[src/rtl/ring_phase_monitor_if.sv]
// Phase-monitor bundle: ring phase/control in, lock/revolution/error status out.
// The master side drives the ring samples; the monitor is the slave.
interface ring_phase_monitor_if #(
   parameter int WIDTH = 4,
   parameter int REV_W = 8,
   parameter int ERR_W = 4
);
   logic             sync;
   logic             en;
   logic [WIDTH-1:0] phase;
   logic             locked;
   logic             rev_pulse;
   logic [REV_W-1:0] rev_count;
   logic             err;
   logic [ERR_W-1:0] err_count;
   logic             err_sticky;

   modport master (
      output sync, en, phase,
      input  locked, rev_pulse, rev_count,
      input  err, err_count, err_sticky
   );

   modport slave (
      input  sync, en, phase,
      output locked, rev_pulse, rev_count,
      output err, err_count, err_sticky
   );
endinterface

[src/rtl/ring_phase_monitor.sv]
// Checks a one-hot ring counter for legal left rotation, tracks lock,
// counts revolutions and counts/flags sequence errors.
module ring_phase_monitor #(
   parameter int WIDTH    = 4,
   parameter int LOCK_CNT = 2,
   parameter int REV_W    = 8,
   parameter int ERR_W    = 4
) (
   input logic                 clk,
   input logic                 rst,
   ring_phase_monitor_if.slave mon
);

   localparam int GW = $clog2(LOCK_CNT + 1);
   localparam logic [GW-1:0] LOCK_LAST = GW'(LOCK_CNT - 1);

   typedef enum logic [1:0] {
      IDLE,
      ACQUIRE,
      LOCKED
   } state_t;

   state_t           state_q, state_d;
   logic [WIDTH-1:0] exp_q, exp_d;
   logic [WIDTH-1:0] last_q, last_d;
   logic [GW-1:0]    good_q, good_d;
   logic             locked_q, locked_d;
   logic             rev_q, rev_d;
   logic             err_q, err_d;
   logic             sticky_q, sticky_d;
   logic [REV_W-1:0] revc_q, revc_d;
   logic [ERR_W-1:0] errc_q, errc_d;

   logic             legal;
   logic             hit;
   logic             fault;

   function automatic logic [WIDTH-1:0] rot(input logic [WIDTH-1:0] p);
      return {p[WIDTH-2:0], p[WIDTH-1]};
   endfunction

   assign legal = $onehot(mon.phase);
   assign hit   = (mon.phase == exp_q);
   // With the ring stalled, any movement at all is a fault.
   assign fault = mon.en ? !hit : (mon.phase != last_q);

   always_comb begin
      state_d  = state_q;
      exp_d    = exp_q;
      last_d   = mon.phase;
      good_d   = good_q;
      locked_d = locked_q;
      rev_d    = 1'b0;
      err_d    = 1'b0;
      sticky_d = sticky_q;
      revc_d   = revc_q;
      errc_d   = errc_q;

      if (mon.sync) begin
         state_d  = IDLE;
         good_d   = '0;
         locked_d = 1'b0;
         sticky_d = 1'b0;
         revc_d   = '0;
         errc_d   = '0;
      end else begin
         unique case (state_q)
            IDLE: begin
               if (legal) begin
                  state_d = ACQUIRE;
                  exp_d   = rot(mon.phase);
                  good_d  = '0;
               end
            end
            ACQUIRE: begin
               if (mon.en) begin
                  if (!legal) begin
                     state_d = IDLE;
                  end else if (hit) begin
                     exp_d  = rot(exp_q);
                     good_d = good_q + 1'b1;
                     if (good_q == LOCK_LAST) begin
                        state_d  = LOCKED;
                        locked_d = 1'b1;
                     end
                  end else begin
                     exp_d  = rot(mon.phase);
                     good_d = '0;
                  end
               end
            end
            LOCKED: begin
               if (fault) begin
                  state_d  = IDLE;
                  locked_d = 1'b0;
                  err_d    = 1'b1;
                  sticky_d = 1'b1;
                  if (!(&errc_q)) begin
                     errc_d = errc_q + 1'b1;
                  end
               end else if (mon.en) begin
                  exp_d = rot(exp_q);
                  if (mon.phase[0]) begin
                     rev_d  = 1'b1;
                     revc_d = revc_q + 1'b1;
                  end
               end
            end
            default: begin
               state_d  = IDLE;
               locked_d = 1'b0;
            end
         endcase
      end
   end

   always_ff @(posedge clk or negedge rst) begin
      if (!rst) begin
         state_q  <= IDLE;
         exp_q    <= '0;
         last_q   <= '0;
         good_q   <= '0;
         locked_q <= 1'b0;
         rev_q    <= 1'b0;
         err_q    <= 1'b0;
         sticky_q <= 1'b0;
         revc_q   <= '0;
         errc_q   <= '0;
      end else begin
         state_q  <= state_d;
         exp_q    <= exp_d;
         last_q   <= last_d;
         good_q   <= good_d;
         locked_q <= locked_d;
         rev_q    <= rev_d;
         err_q    <= err_d;
         sticky_q <= sticky_d;
         revc_q   <= revc_d;
         errc_q   <= errc_d;
      end
   end

   assign mon.locked     = locked_q;
   assign mon.rev_pulse  = rev_q;
   assign mon.rev_count  = revc_q;
   assign mon.err        = err_q;
   assign mon.err_count  = errc_q;
   assign mon.err_sticky = sticky_q;

endmodule

[src/flat_wrapper.sv]
// flat-port wrapper written by rule: the top's interface ports become plain ports
module ring_phase_monitor_flat 
#(
   parameter int WIDTH    = 4,
   parameter int LOCK_CNT = 2,
   parameter int REV_W    = 8,
   parameter int ERR_W    = 4
)
  (clk, rst, mon_sync, mon_en, mon_phase, mon_locked, mon_rev_pulse, mon_rev_count, mon_err, mon_err_count, mon_err_sticky);
  ring_phase_monitor_if #(.WIDTH(WIDTH), .REV_W(REV_W), .ERR_W(ERR_W)) mon_i ();
  input logic clk;
  input logic rst;
  input wire logic [$bits(mon_i.sync)-1:0] mon_sync;
  input wire logic [$bits(mon_i.en)-1:0] mon_en;
  input wire logic [$bits(mon_i.phase)-1:0] mon_phase;
  output wire logic [$bits(mon_i.locked)-1:0] mon_locked;
  output wire logic [$bits(mon_i.rev_pulse)-1:0] mon_rev_pulse;
  output wire logic [$bits(mon_i.rev_count)-1:0] mon_rev_count;
  output wire logic [$bits(mon_i.err)-1:0] mon_err;
  output wire logic [$bits(mon_i.err_count)-1:0] mon_err_count;
  output wire logic [$bits(mon_i.err_sticky)-1:0] mon_err_sticky;
  assign mon_i.sync = mon_sync;
  assign mon_i.en = mon_en;
  assign mon_i.phase = mon_phase;
  assign mon_locked = mon_i.locked;
  assign mon_rev_pulse = mon_i.rev_pulse;
  assign mon_rev_count = mon_i.rev_count;
  assign mon_err = mon_i.err;
  assign mon_err_count = mon_i.err_count;
  assign mon_err_sticky = mon_i.err_sticky;
  ring_phase_monitor #(.WIDTH(WIDTH), .LOCK_CNT(LOCK_CNT), .REV_W(REV_W), .ERR_W(ERR_W)) u_core (.clk(clk), .rst(rst), .mon(mon_i));
endmodule
[config.mk]
export PLATFORM = sky130hd
export DESIGN_NAME = ring_phase_monitor_flat
export DESIGN_NICKNAME = d
export VERILOG_FILES = /design/src/rtl/ring_phase_monitor_if.sv /design/src/rtl/ring_phase_monitor.sv /design/src/flat_wrapper.sv
export SDC_FILE = /design/constraint.sdc
export NUM_CORES = 1
export LEC_CHECK = 0
export CAP_MARGIN = 20
export CORE_UTILIZATION = 58
export DETAILED_ROUTE_END_ITERATION = 8
export PLACE_DENSITY = 0.84
export SLEW_MARGIN = 20
export SYNTH_ARGS = -nofsm -noshare
export SYNTH_HDL_FRONTEND = slang
export SYNTH_SLANG_ARGS = --single-unit
[constraint.sdc]
create_clock -name clk -period 4.2 [get_ports clk]
set_input_delay 0.84 -clock clk [delete_from_list [all_inputs] [get_ports clk]]
set_output_delay 0.84 -clock clk [all_outputs]
set_load 0.1 [all_outputs]
======== Yosys cells after proc, flatten, opt, wreduce, memory -nomap -nowiden ========
Cells that the tools add are included.
storage, ports and cells
  latch bits .............................. 0
  bits in read-only memories .............. 0
  output and inout bits ................... 16
  memories ................................ 0
  memory bits (writable) .................. 0
  register bits ........................... 28
  word-level logic and storage cells ...... 104
  input port bits ......................... 8
cells by class
  $mul .................................... 0
  add/sub/neg operators ................... 6
  muxes and demuxes ....................... 49
  reductions and logical operators ........ 16
  $lt $le $gt $ge ......................... 0
  eq/ne operators ......................... 22
  shifts and indexed selects .............. 0
  bitwise gates (word level) .............. 1
  div/mod/pow operators ................... 0
operator list
  kind                                            count
  two-way mux 4 bit                               10
  two-way mux 8 bit                               5
  two-way mux 2 bit                               12
  two-way mux 1 bit                               18
  != test 3 x 2 -> 1 bit (second input constant)  5
  != test 2 bit (second input constant)           6
  case mux 4 bit (3 select lines)                 1
  AND reduction 4 bit                             3
  adder 8 x 1 -> 8 bit (second input constant)    1
  != test 4 bit (second input constant)           2
  nonzero test 2 bit                              4
  AND reduction 7 bit                             1
  case mux 2 bit (3 select lines)                 1
  AND reduction 6 bit                             1
  nonzero test 3 bit                              2
  AND reduction 5 bit                             1
  adder 1 x 1 -> 2 bit                            2
  adder 4 x 1 -> 4 bit (second input constant)    1
  == test 2 x 1 -> 1 bit (second input constant)  2
  == test 4 bit                                   1
  != test 2 x 1 -> 1 bit (second input constant)  2
  != test 4 bit                                   1
  case mux 2 bit (2 select lines)                 1
  adder 3 bit                                     1
  other kinds (10)                                10

======== Logic depth before layout (Yosys ltp) ========
Gate-level depths: netlist of run 1.
  depth after elaboration ................. 7
  mapped depth ............................ 8
  mapped depth without buffers ............ 8

======== Worst setup path before layout of run 1 ========
OpenSTA, ideal clock, no wires.
  path kind ............................... input to register
  from .................................... input mon_phase[0]
  to ...................................... register u_core.exp_q[0]
  cell stages on the path ................. 8
  required time ........................... 4.075 ns
  path buffers ............................ 0
  path slack .............................. 1.120 ns
  arrival time ............................ 2.955 ns
  library setup time ...................... 0.125 ns
  cells stage by stage .................... ha_1 ha_1 fa_1 or3b_1 o21ai_0 nand3_1 a31oi_4 mux2_2
between the ends
  word-level cells in the longest chain between the ends .. 5
  elaborated cells between the ends (all ways) .. 15
  those cells by class .................... 2 x add/sub; 6 x eq/ne; 5 x mux; 2 x reduce/logical
RTL lines
  item                                                                                     line                                                text
  start: declaration                                                                       flat_wrapper.sv:15                                  input wire logic [$bits(mon_i.phase)-1:0] mon_phase;
  adder 1 x 1 -> 2 bit (not written as such) / == test 4 bit (equally long branches)       ring_phase_monitor.sv:42, ring_phase_monitor.sv:43
  adder 3 bit (not written as such), or another cell as far along                          ring_phase_monitor.sv:42                            assign legal = $onehot(mon.phase);
  == test 3 x 1 -> 1 bit, or another cell as far along                                     ring_phase_monitor.sv:42
  != test 2 x 1 -> 1 bit (no line), or another cell as far along                           --
  AND reduction 7 bit (no line) / case mux 4 bit (3 select lines) (equally long branches)  --
  end signal: assignment                                                                   ring_phase_monitor.sv:131                           exp_q <= exp_d;
  end: declaration                                                                         ring_phase_monitor.sv:24                            logic [WIDTH-1:0] exp_q, exp_d;
Parallel ways exist; a longest one is shown, timed or not. The select of a mux whose other input is x is not followed.
A chain may end at the register's enable or synchronous reset.

======== Worst setup path in the final report of run 1 ========
  from .................................... input mon_phase[0]
  to ...................................... register u_core.exp_q[2]
The elaborated chain is that of the path after synthesis.

==> metrics, run 1 <==
result of the run complete, no violations; Total Power roughly 0.95 mW; Gate Count Post-Synth 157; wire length per cell 15.2 µm; top cells by area, synth dfrtp_1 42%, ha_1 7.6%, xnor2_1 6.4%, mux2_2 4.1%, nor2_1 3.4%; total negative slack 0 ns; worst r2r dst u_core.mon.rev_count[5]; P per Cell Area ~490 nW/µm²; Seq. cell area between 700 and 800 µm²; DRT iter0 DRCs 36; gr ovfl total 0; Synth Area per Inst 10.5 µm²; core footprint 2590 µm²; Final Cycle Share 84.6%; RSZ-0062 raised after global routing no; Post-Place Worst Slack between 0.3 and 0.4 ns; WL final 3.22 mm; multi-input logic area 906 µm²; initial antenna violation count 0; fillers around 180; area leader, netlist dfrtp_1; Worst VDD drop 0.000455 V; FF+latch count, synth 28; GR Util All Layers around a quarter; Final Hold Fails 0; f_max 282 MHz; Clk pin slew, worst setup/hold paths 0.15 ns; LEAKAGE 0.818 nW; final setup margin 0.649 ns; R2R Path Start u_core.state_q[0]; Critical Path AT 3.78 ns; # diodes 0; # rows 18; Die Ht roughly 55 µm; synth-to-layout area growth 18.8%; Hold Startpoint u_core.mon.err_sticky; CTS H-Tree Depth 1; vias in the first global route 1,297; Initial Utilization 63.8%; worst min path class reg -> reg; Worst Hold Path EP u_core.mon.err_sticky; Post-CTS Hold Buffers 0; Worst Path Max Fanout 7; final net count 201; critical path startpoint category input pin; Final setup violation count 0; count leader, synth dfrtp_1; CTS root buffer clkbuf_4; HPWL Detailed roughly 2.4 mm; Setup Skew between 0.003 and 0.004 ns; Syn Std Cell Area roughly 1700 µm²; global-route wire length before repair 5.86 mm; detailed-route DRC error count 0; largest net degree at the start of global routing 29; Synth cell types 44; PortBufs 23; post-synthesis sequential area ratio 42.4%; Slew @ Worst Pin 0.974 ns; crit end category flop; area post-placement 1910 µm²; DRT Pass-1 Iters 4; Crit Path Class in -> reg; post-synth net total ~180; top cells by count, synth 28 x dfrtp_1, 15 x nor2_1, 12 x xnor2_1; Setup Buffers After CTS 0; Final Max Tran Viols 0; layout cells sized above 1 13.3%; reg2reg path depth 6; RD Place Congestion 0.875; TritonCTS sink count 28; Synth warnings 0; PostCTS Resize Cnt 0; CTS tree done; finished layout cell area approximately 2000 µm²; die area a little over 3000 µm²; hold depth 2; via count 1,285; Via density 6.09; die width 55.4 µm; relative slew slack 34.8%; FF-to-FF setup slack 1.98 ns; ANT nets after route 0; max cap viols 0; Tmin final 3.55 ns; number of synthesized flops with an enable pin 0; CP required 4.43 ns; total CTS buffers 3; Ports 24; Async S/R FF share, synth 100%; CTS Buffer Depth 2; clk_lat worst skew 0.32 ns; top cell type's share of synthesized area approximately 42%; top_reg_cell synth dfrtp_1
-- where the power goes --
| part | switching [mW] | internal, mW |
|---|---|---|
| logic | 0.271 | 0.161 |
| registers | 0.0375 | 0.309 |
| clock network | 0.0793 | 0.0964 |
-- placed cells by master, fill, tap and decap left out, types with 2 or more instances in the layout --
cell / Yosys / final
and3_1: 2 / 2
a31o_2: 2 / 2
nor4_1: 4 / 4
nand4_1: 2 / 2
a21oi_1: 6 / 6
o21ai_0: 4 / 4
clkdlybuf4s50_1: 0 / 23
nand2_1: 6 / 6
xnor2_1: 12 / 12
dfrtp_1: 28 / 28
nor2_1: 15 / 15
inv_1: 8 / 8
a32o_1: 4 / 4
nand2b_1: 5 / 5
ha_1: 10 / 10
mux2i_1: 3 / 3
nor3_1: 5 / 5
nor2b_1: 2 / 2
clkbuf_4: 0 / 3
nand3b_1: 2 / 2
nand3_1: 6 / 6
mux2_2: 6 / 6
-- worst max-delay path, stage by stage --
cell	delay (ns)
clkdlybuf4s50_1	0.61
ha_1	0.28
ha_1	0.21
fa_1	0.43
or3b_1	0.44
o21ai_0	0.21
nand3_1	0.15
a31oi_4	0.24
mux2_2	0.36
-- per-layer routing --
metal | part of all wire (%) | wire length, µm | GRT usage (%)
met1 | 44 | 1410 | 30.5
met2 | 49 | 1590 | 41.0
met3 | 4.8 | 154 | 3.04
met4 | 1.9 | 61 | 7.14
met5 | 0 | 0 | 0
-- worst max-delay path by stage --
stage / slack, ns / from / endpoint
global route: 0.51 / mon_phase[0] / u_core.exp_q[1]
global placement: 0.45 / mon_phase[0] / u_core.exp_q[3]
finish: 0.65 / mon_phase[0] / u_core.exp_q[2]
CTS: 0.67 / mon_phase[0] / u_core.exp_q[2]
floorplan: 1.12 / mon_phase[0] / u_core.exp_q[0]
detailed placement: 0.31 / mon_phase[0] / u_core.exp_q[2]
-- sequential cells by signal, indices dropped and copies added (netlist names) --
name / flops
u_core.mon.rev_count: 8
u_core.exp_q: 4
u_core.last_q: 4
u_core.mon.err_count: 4
u_core.good_q: 2
u_core.state_q: 2
u_core.mon.err: 1
u_core.mon.err_sticky: 1
u_core.mon.locked: 1
u_core.mon.rev_pulse: 1
-- through the flow --
step	util (%)	hold slack, ns	cells
after global placement	73.8	0.458	207
after global routing	75.8	0.549	211
after floorplan	-	0.443	157
final	75.8	0.524	211
after detailed placement	73.8	0.505	207
after CTS	75.8	0.531	211
-- cell families after synthesis --
family	Yosys count	synth area share, %
AOI/OAI and AO/OA	25	12.0
DFF	28	42.4
buffers and inverters	12	2.80
and+or+nand+nor	59	21.2
muxes	9	5.90
adders and majority gates	11	8.78
xor gates and xnor gates	13	6.89
-- area by class of cell --
type | instances | share of cell area (%)
multi-input cells | 117 | 46.1
flip-flops and latches | 28 | 35.7
repair buffers | 24 | 12.1
well taps | 30 | 1.91
clock inverters | 1 | 1.53
inverters | 8 | 1.53
clock buffers | 3 | 1.15
No activity file was read; power rests on OpenSTA's default activity.
==> inputs of run 2 (changes only) <==
--- a/config.mk
+++ b/config.mk
@@ -6,9 +6,9 @@
 export NUM_CORES = 1
 export LEC_CHECK = 0
 export CAP_MARGIN = 20
-export CORE_UTILIZATION = 58
+export CORE_UTILIZATION = 54
 export DETAILED_ROUTE_END_ITERATION = 8
-export PLACE_DENSITY = 0.84
+export PLACE_DENSITY = 0.79
 export SLEW_MARGIN = 20
 export SYNTH_ARGS = -nofsm -noshare
 export SYNTH_HDL_FRONTEND = slang
==> constraint.sdc (replaced) <==
create_clock -name clk -period 3.4 [get_ports clk]
set_input_delay 0.68 -clock clk [delete_from_list [all_inputs] [get_ports clk]]
set_output_delay 0.68 -clock clk [all_outputs]
set_load 0.1 [all_outputs]
==> metrics, run 2 (same netlist as run 1, synthesis figures left out) <==
max reg flops 8 (unchanged); RSZ-0062 raised after global routing no; Final Hold Fails 0 (unchanged); Slew @ Worst Pin 0.965 ns (-0.00952 ns); vias in the first global route 1,313 (+1.2%); ANT nets after route 0 (unchanged); detailed-route DRC error count 2 (+2); Setup Skew 0.00497 ns (+0.00110 ns); max cap viols 0 (unchanged); layout cells sized above 1 22.9% (+9.6 points); Post-Place Worst Slack -0.124 ns (-0.435 ns); clk_lat worst skew 0.33 ns (about the same); initial antenna violation count 0 (unchanged); switching share of power 40.9% (+0.33 points); die width 57.3 µm (+3.5%); # diodes 0 (unchanged); Ports 24 (unchanged); RD Place Congestion 0.888 (+1.5%); failing checks design-rule violations; Clk pin slew, worst setup/hold paths 0.15 ns (about the same); die area 3290 µm² (+7.1%); Total Power 1.20 mW (+25%); core footprint 2830 µm² (+9.2%); P per Cell Area 602 nW/µm² (+24%); largest net degree at the start of global routing 29 (unchanged); WL final 3.46 mm (+7.7%); # rows 19 (+1); met2 Usage GRT 39.7% (-1.3 points); Final Max Tran Viols 0 (unchanged); final setup margin 0.241 ns (-0.408 ns); routing usage on met1 29.3% (-1.1 points); Initial Utilization 58.4% (-5.4 points); CTS H-Tree Depth 1 (unchanged); crit end category flop; LEAKAGE 0.875 nW (+7.0%); TritonCTS sink count 28 (unchanged); most common cell after layout, fill and taps aside dfrtp_1; Crit Path Class in -> reg; clock share of power 18.5% (about the same); Worst VDD drop 0.000366 V (-19%); GR Util All Layers 23.4% (-0.10 points); layer carrying the most global-route usage met2; met3 Use GR 2.72% (-0.32 points); global-route wire length before repair 5.87 mm (+0.12%); Final Cycle Share 92.9%; Final setup violation count 0 (unchanged); critical path startpoint category input pin; CP required 3.64 ns (-0.79 ns); f_max approximately 320 MHz; wire length per cell 15.8 µm (+3.8%); total CTS buffers 3 (unchanged); HPWL Detailed 2.63 mm (+10%); total negative slack 0 ns (unchanged); Internal 0.707 mW (+25%); Worst Path Max Fanout 4 (-3); sequential share of power 35.7% (-0.6 points); PostCTS Resize Cnt 0 (unchanged); Via density 5.92 (-2.8%); via count 1,296 (+0.86%); PortBufs 23 (unchanged); relative slew slack 35.5% (+0.64 points); CTS Buffer Depth 2 (unchanged); result of the run complete, but fails checks; Critical Path AT 3.40 ns (-0.38 ns); Setup Buffers After CTS 0 (unchanged); synth-to-layout area growth 20.3%; worst min path class reg -> reg; Comb power frac 45.7% (+0.5 points); Die Ht 57.3 µm (+3.5%); DRT Pass-1 Iters 6 (+2); final net count 208 (+3.5%); CTS tree done; Post-CTS Hold Buffers 0 (unchanged); most frequent cells in the layout 28 x dfrtp_1, 20 x buf_4, 15 x nor2_1, 12 x xnor2_1, 11 x clkdlybuf4s50_1; Tmin final 3.16 ns; CTS root buffer clkbuf_4; Switching Power 0.490 mW (+26%); DRT iter0 DRCs 50 (+39%); gr ovfl total 0 (unchanged)
[run 2: cell count changes in the layout (fill, tap and decap cells not counted), sizes merged]
cell / change
buf: +19
clkdlybuf4s50: -12
[run 2: final cells by class]
class	count	area, µm²
Clock inverter	1	30.0
Sequential cell	28	701
Tap cell	31	38.8
Clock buffer	3	22.5
Multi-Input combinational cell	117	906
Fill cell	219	841
Inverter	8	30.0
Timing Repair Buffer	31	260
[run 2: through the flow]
stage	utilization [%]	hold slack, ns	std cells	cell area (µm²)
2_1_floorplan	-	0.384	157	1650
3_5_place_dp	68.4	0.468	215	1940
5_1_grt	70.3	0.525	219	1990
3_3_place_gp	68.4	0.458	215	1940
6_report	70.3	0.502	219	1990
4_1_cts	70.3	0.503	219	1990
[run 2: path summary, 6_finish.rpt]
| path | startpoint | to | slack [ns] | cells past startpoint |
|---|---|---|---|---|
| max | mon_phase[0] | u_core.exp_q[1] | 0.24 | 9 |
| min | u_core.good_q[1] | u_core.good_q[1] | 0.50 | 2 |
| max reg2reg | u_core.state_q[0] | u_core.mon.rev_count[7] | 1.28 | 6 |
| min reg2reg | u_core.good_q[1] | u_core.good_q[1] | 0.50 | 2 |
| max in group asynchronous | rst | u_core.exp_q[1] | 2.43 | 2 |
| min in group asynchronous | rst | u_core.mon.locked | 0.70 | 2 |
[run 2: power groups by stage]
stage | Clock, mW | Combinational (mW) | Sequential, mW
detailed placement | 0 | 0.539 | 0.434
global route | 0.238 | 0.587 | 0.434
CTS | 0.225 | 0.545 | 0.428
finish | 0.222 | 0.547 | 0.428
global placement | 0 | 0.517 | 0.430
floorplan | 0 | 0.324 | 0.518
[run 2: per-layer routing]
layer / vias to the layer above / wire [µm]
li1: 626 / -
met1: 633 / 1500
met2: 29 / 1790
met3: 8 / 106
met4: 0 / 71
met5: - / 0
[run 2: critical path, stage by stage]
cell and delay [ns]:
clkdlybuf4s50_1 0.44, ha_1 0.32, ha_1 0.22, fa_1 0.42, or3b_1 0.42, o21ai_0 0.16
nand3_1 0.14, a31oi_4 0.24, mux2_2 0.36
==> RTL edit (flow settings as in run 1) <==
`ERR_W` is set to 4 in 3 places; all go to 6.
--- a/src/rtl/ring_phase_monitor_if.sv
+++ b/src/rtl/ring_phase_monitor_if.sv
@@ -4,5 +4,5 @@
    parameter int WIDTH = 4,
    parameter int REV_W = 8,
-   parameter int ERR_W = 4
+   parameter int ERR_W = 6
 );
    logic             sync;
--- a/src/rtl/ring_phase_monitor.sv
+++ b/src/rtl/ring_phase_monitor.sv
@@ -5,5 +5,5 @@
    parameter int LOCK_CNT = 2,
    parameter int REV_W    = 8,
-   parameter int ERR_W    = 4
+   parameter int ERR_W    = 6
 ) (
    input logic                 clk,
--- a/src/flat_wrapper.sv
+++ b/src/flat_wrapper.sv
@@ -5,5 +5,5 @@
    parameter int LOCK_CNT = 2,
    parameter int REV_W    = 8,
-   parameter int ERR_W    = 4
+   parameter int ERR_W    = 6
 )
   (clk, rst, mon_sync, mon_en, mon_phase, mon_locked, mon_rev_pulse, mon_rev_count, mon_err, mon_err_count, mon_err_sticky);
Ports: changed (resized mon_err_count); port bits go from 24 to 26. No check against the original RTL was run, so the function may have changed too.
==> RTL edit against run 1 <==
  * Sequential power is 5% higher
  * Register-to-register slack improved by 0.08 ns
  * Synthesized area increased by 1.4%
  * Setup slack lost 0.023 ns
  * Combinational power is 7.4% lower
  * Sequential cell count is 2 higher
  * Wire length up 4.0%
  * Die area grew 1.3%
  * Design area rose by 2.7%
  * Total power shrank 2.7%
  * Worst hold slack worse by 0.035 ns
==> RTL edit: results (changes against run 1) <==
Placement
  – IO Port Bufs: 25 (+8.7%)
  – Hpwl dp: 2.50 mm (+4.4%)
  – Routability cong.: 0.933 (+6.7%)
  – Placed insts: 216 (+4.3%)

Yosys
  – Synthesis Warnings: 0 (unchanged)
  – Largest area contributor in the netlist: dfrtp_1
  – Dominant cells by area after synthesis: dfrtp_1 (45%), xnor2_1 (7.8%), ha_1 (7.5%)
  – Async set or reset register ratio after synthesis: 1.00 (unchanged)
  – Net Count, Synth: 180 (+2.3%)
  – Distinct cells, synth: 39 (-11%)
  – Register area share after synthesis: 0.448 (+0.0242)
  – Synth top cells by count: dfrtp_1 (30), xnor2_1 (15), nand2_1 (13)
  – Avg Cell Area, Syn: 10.4 sq um (-1.2%)

Routing
  – Initial drt markers: 49 (+36%)
  – Vias: 1,319 (+2.6%)
  – Vias per cell: 5.94 (-2.4%)
  – DR WL/cell: 15.1 um (-1.2%)
  – Drt pass-1 iters: 4 (unchanged)

Power
  – Peak supply drop: 0.000482 V (+6.0%)
  – Net Sw Power: 0.367 mW (-5.3%)
  – Leakage dissipation: 0.810 nW (-1.0%)

Finish
  – Final #Nets: 211 (+5.0%)
  – Layout cell share with drive strength beyond 1: 0.110 (-0.0226)
  – Ant diodes: 0 (unchanged)

Clocking
  – Htree depth: 2 (+1)
  – Worst-path clk slew: 0.08 ns (-0.07 ns)
  – CTS Buf Count: 5 (+2)
  – PostCTS Resize Cnt: 0 (unchanged)

Critical path
  – Maximum fanout along the worst path: 6 (-1)

STA
  – Clk_skew: 0.00475 ns (+0.000876 ns)
  – Slew headroom: 0.345 (-0.00315)

Run status
  – Status: finished, final reports clean

Global routing
  – Global Route Usage Sum: 0.239 (+0.00360)
  – Largest net degree at the start of global routing: 31 (+6.9%)
  – First-pass GRT wire length: 5.75 mm (-1.9%)

Min path
  – Min-delay src: u_core.good_q[1]$_DFFE_PN0P_
RTL edit: kinds of logic (layout without fill, tap and decap cells):
kind of cell	Yosys count	count (layout)	share of synthesized area
AOI/OAI and AO/OA	28	28	0.138
and+or+nand+nor	60	60	0.183
DFF	30	30	0.448
adders and majority gates	11	11	0.0866
buffers and inverters	11	41	0.0254
xor gates and xnor gates	15	15	0.0784
muxes	6	6	0.0403
RTL edit: area by class of cell:
type / count / area, sq um
clock buffers: 6 / 51.3
fillers: 200 / 739
inverters: 8 / 30.0
multi-input cells: 120 / 882
flip-flops and latches: 30 / 751
well taps: 31 / 38.8
repair buffers: 27 / 265
RTL edit: power groups by stage:
stage               combinational, mW  clock, mW  sequential, mW
floorplan                       0.240          0           0.432
global placement                0.383          0           0.366
detailed placement              0.400          0           0.371
CTS                             0.401      0.169           0.365
global route                    0.435      0.180           0.371
finish                          0.400      0.163           0.365
RTL edit: per-layer routing:
| layer | share of wire | vias up | routed length, um | track usage |
|---|---|---|---|---|
| li1 | - | 643 | - | - |
| met1 | 0.45 | 638 | 1490 | 0.290 |
| met2 | 0.50 | 32 | 1680 | 0.394 |
| met3 | 0.037 | 6 | 123 | 0.0628 |
| met4 | 0.013 | 0 | 45 | 0.118 |
| met5 | 0 | - | 0 | 0 |
RTL edit: stage by stage:
stage	utilization	instance area (sq um)	hold slack, ns	setup WS (ns)
floorplan	-	1680	0.449	1.04
global placement	0.713	1970	0.462	0.401
detailed placement	0.713	1970	0.477	0.311
CTS	0.732	2020	0.495	0.638
global route	0.732	2020	0.529	0.501
finish	0.732	2020	0.489	0.626
RTL edit: path summary, 6_finish.rpt:
| check | endpoint | slack [ns] | cells after the start |
|---|---|---|---|
| max | u_core.exp_q[1]$_DFFE_PN0P_ | 0.63 | 9 |
| max in group asynchronous | u_core.mon.locked$_DFFE_PN0P_ | 3.02 | 2 |
| min in group asynchronous | u_core.mon.err_count[0]$_DFFE_PN0P_ | 0.90 | 2 |
| min reg2reg | u_core.good_q[1]$_DFFE_PN0P_ | 0.49 | 2 |
| max reg2reg | u_core.exp_q[1]$_DFFE_PN0P_ | 2.06 | 6 |
| min | u_core.good_q[1]$_DFFE_PN0P_ | 0.49 | 2 |
RTL edit: worst max-delay path: cells and delay by family:
kind | cells | cell delay (ns)
fa+ha+maj | 3 | 0.95
buf+inv | 1 | 0.60
simple gates | 3 | 0.68
compound gates | 1 | 0.32
mux | 1 | 0.38
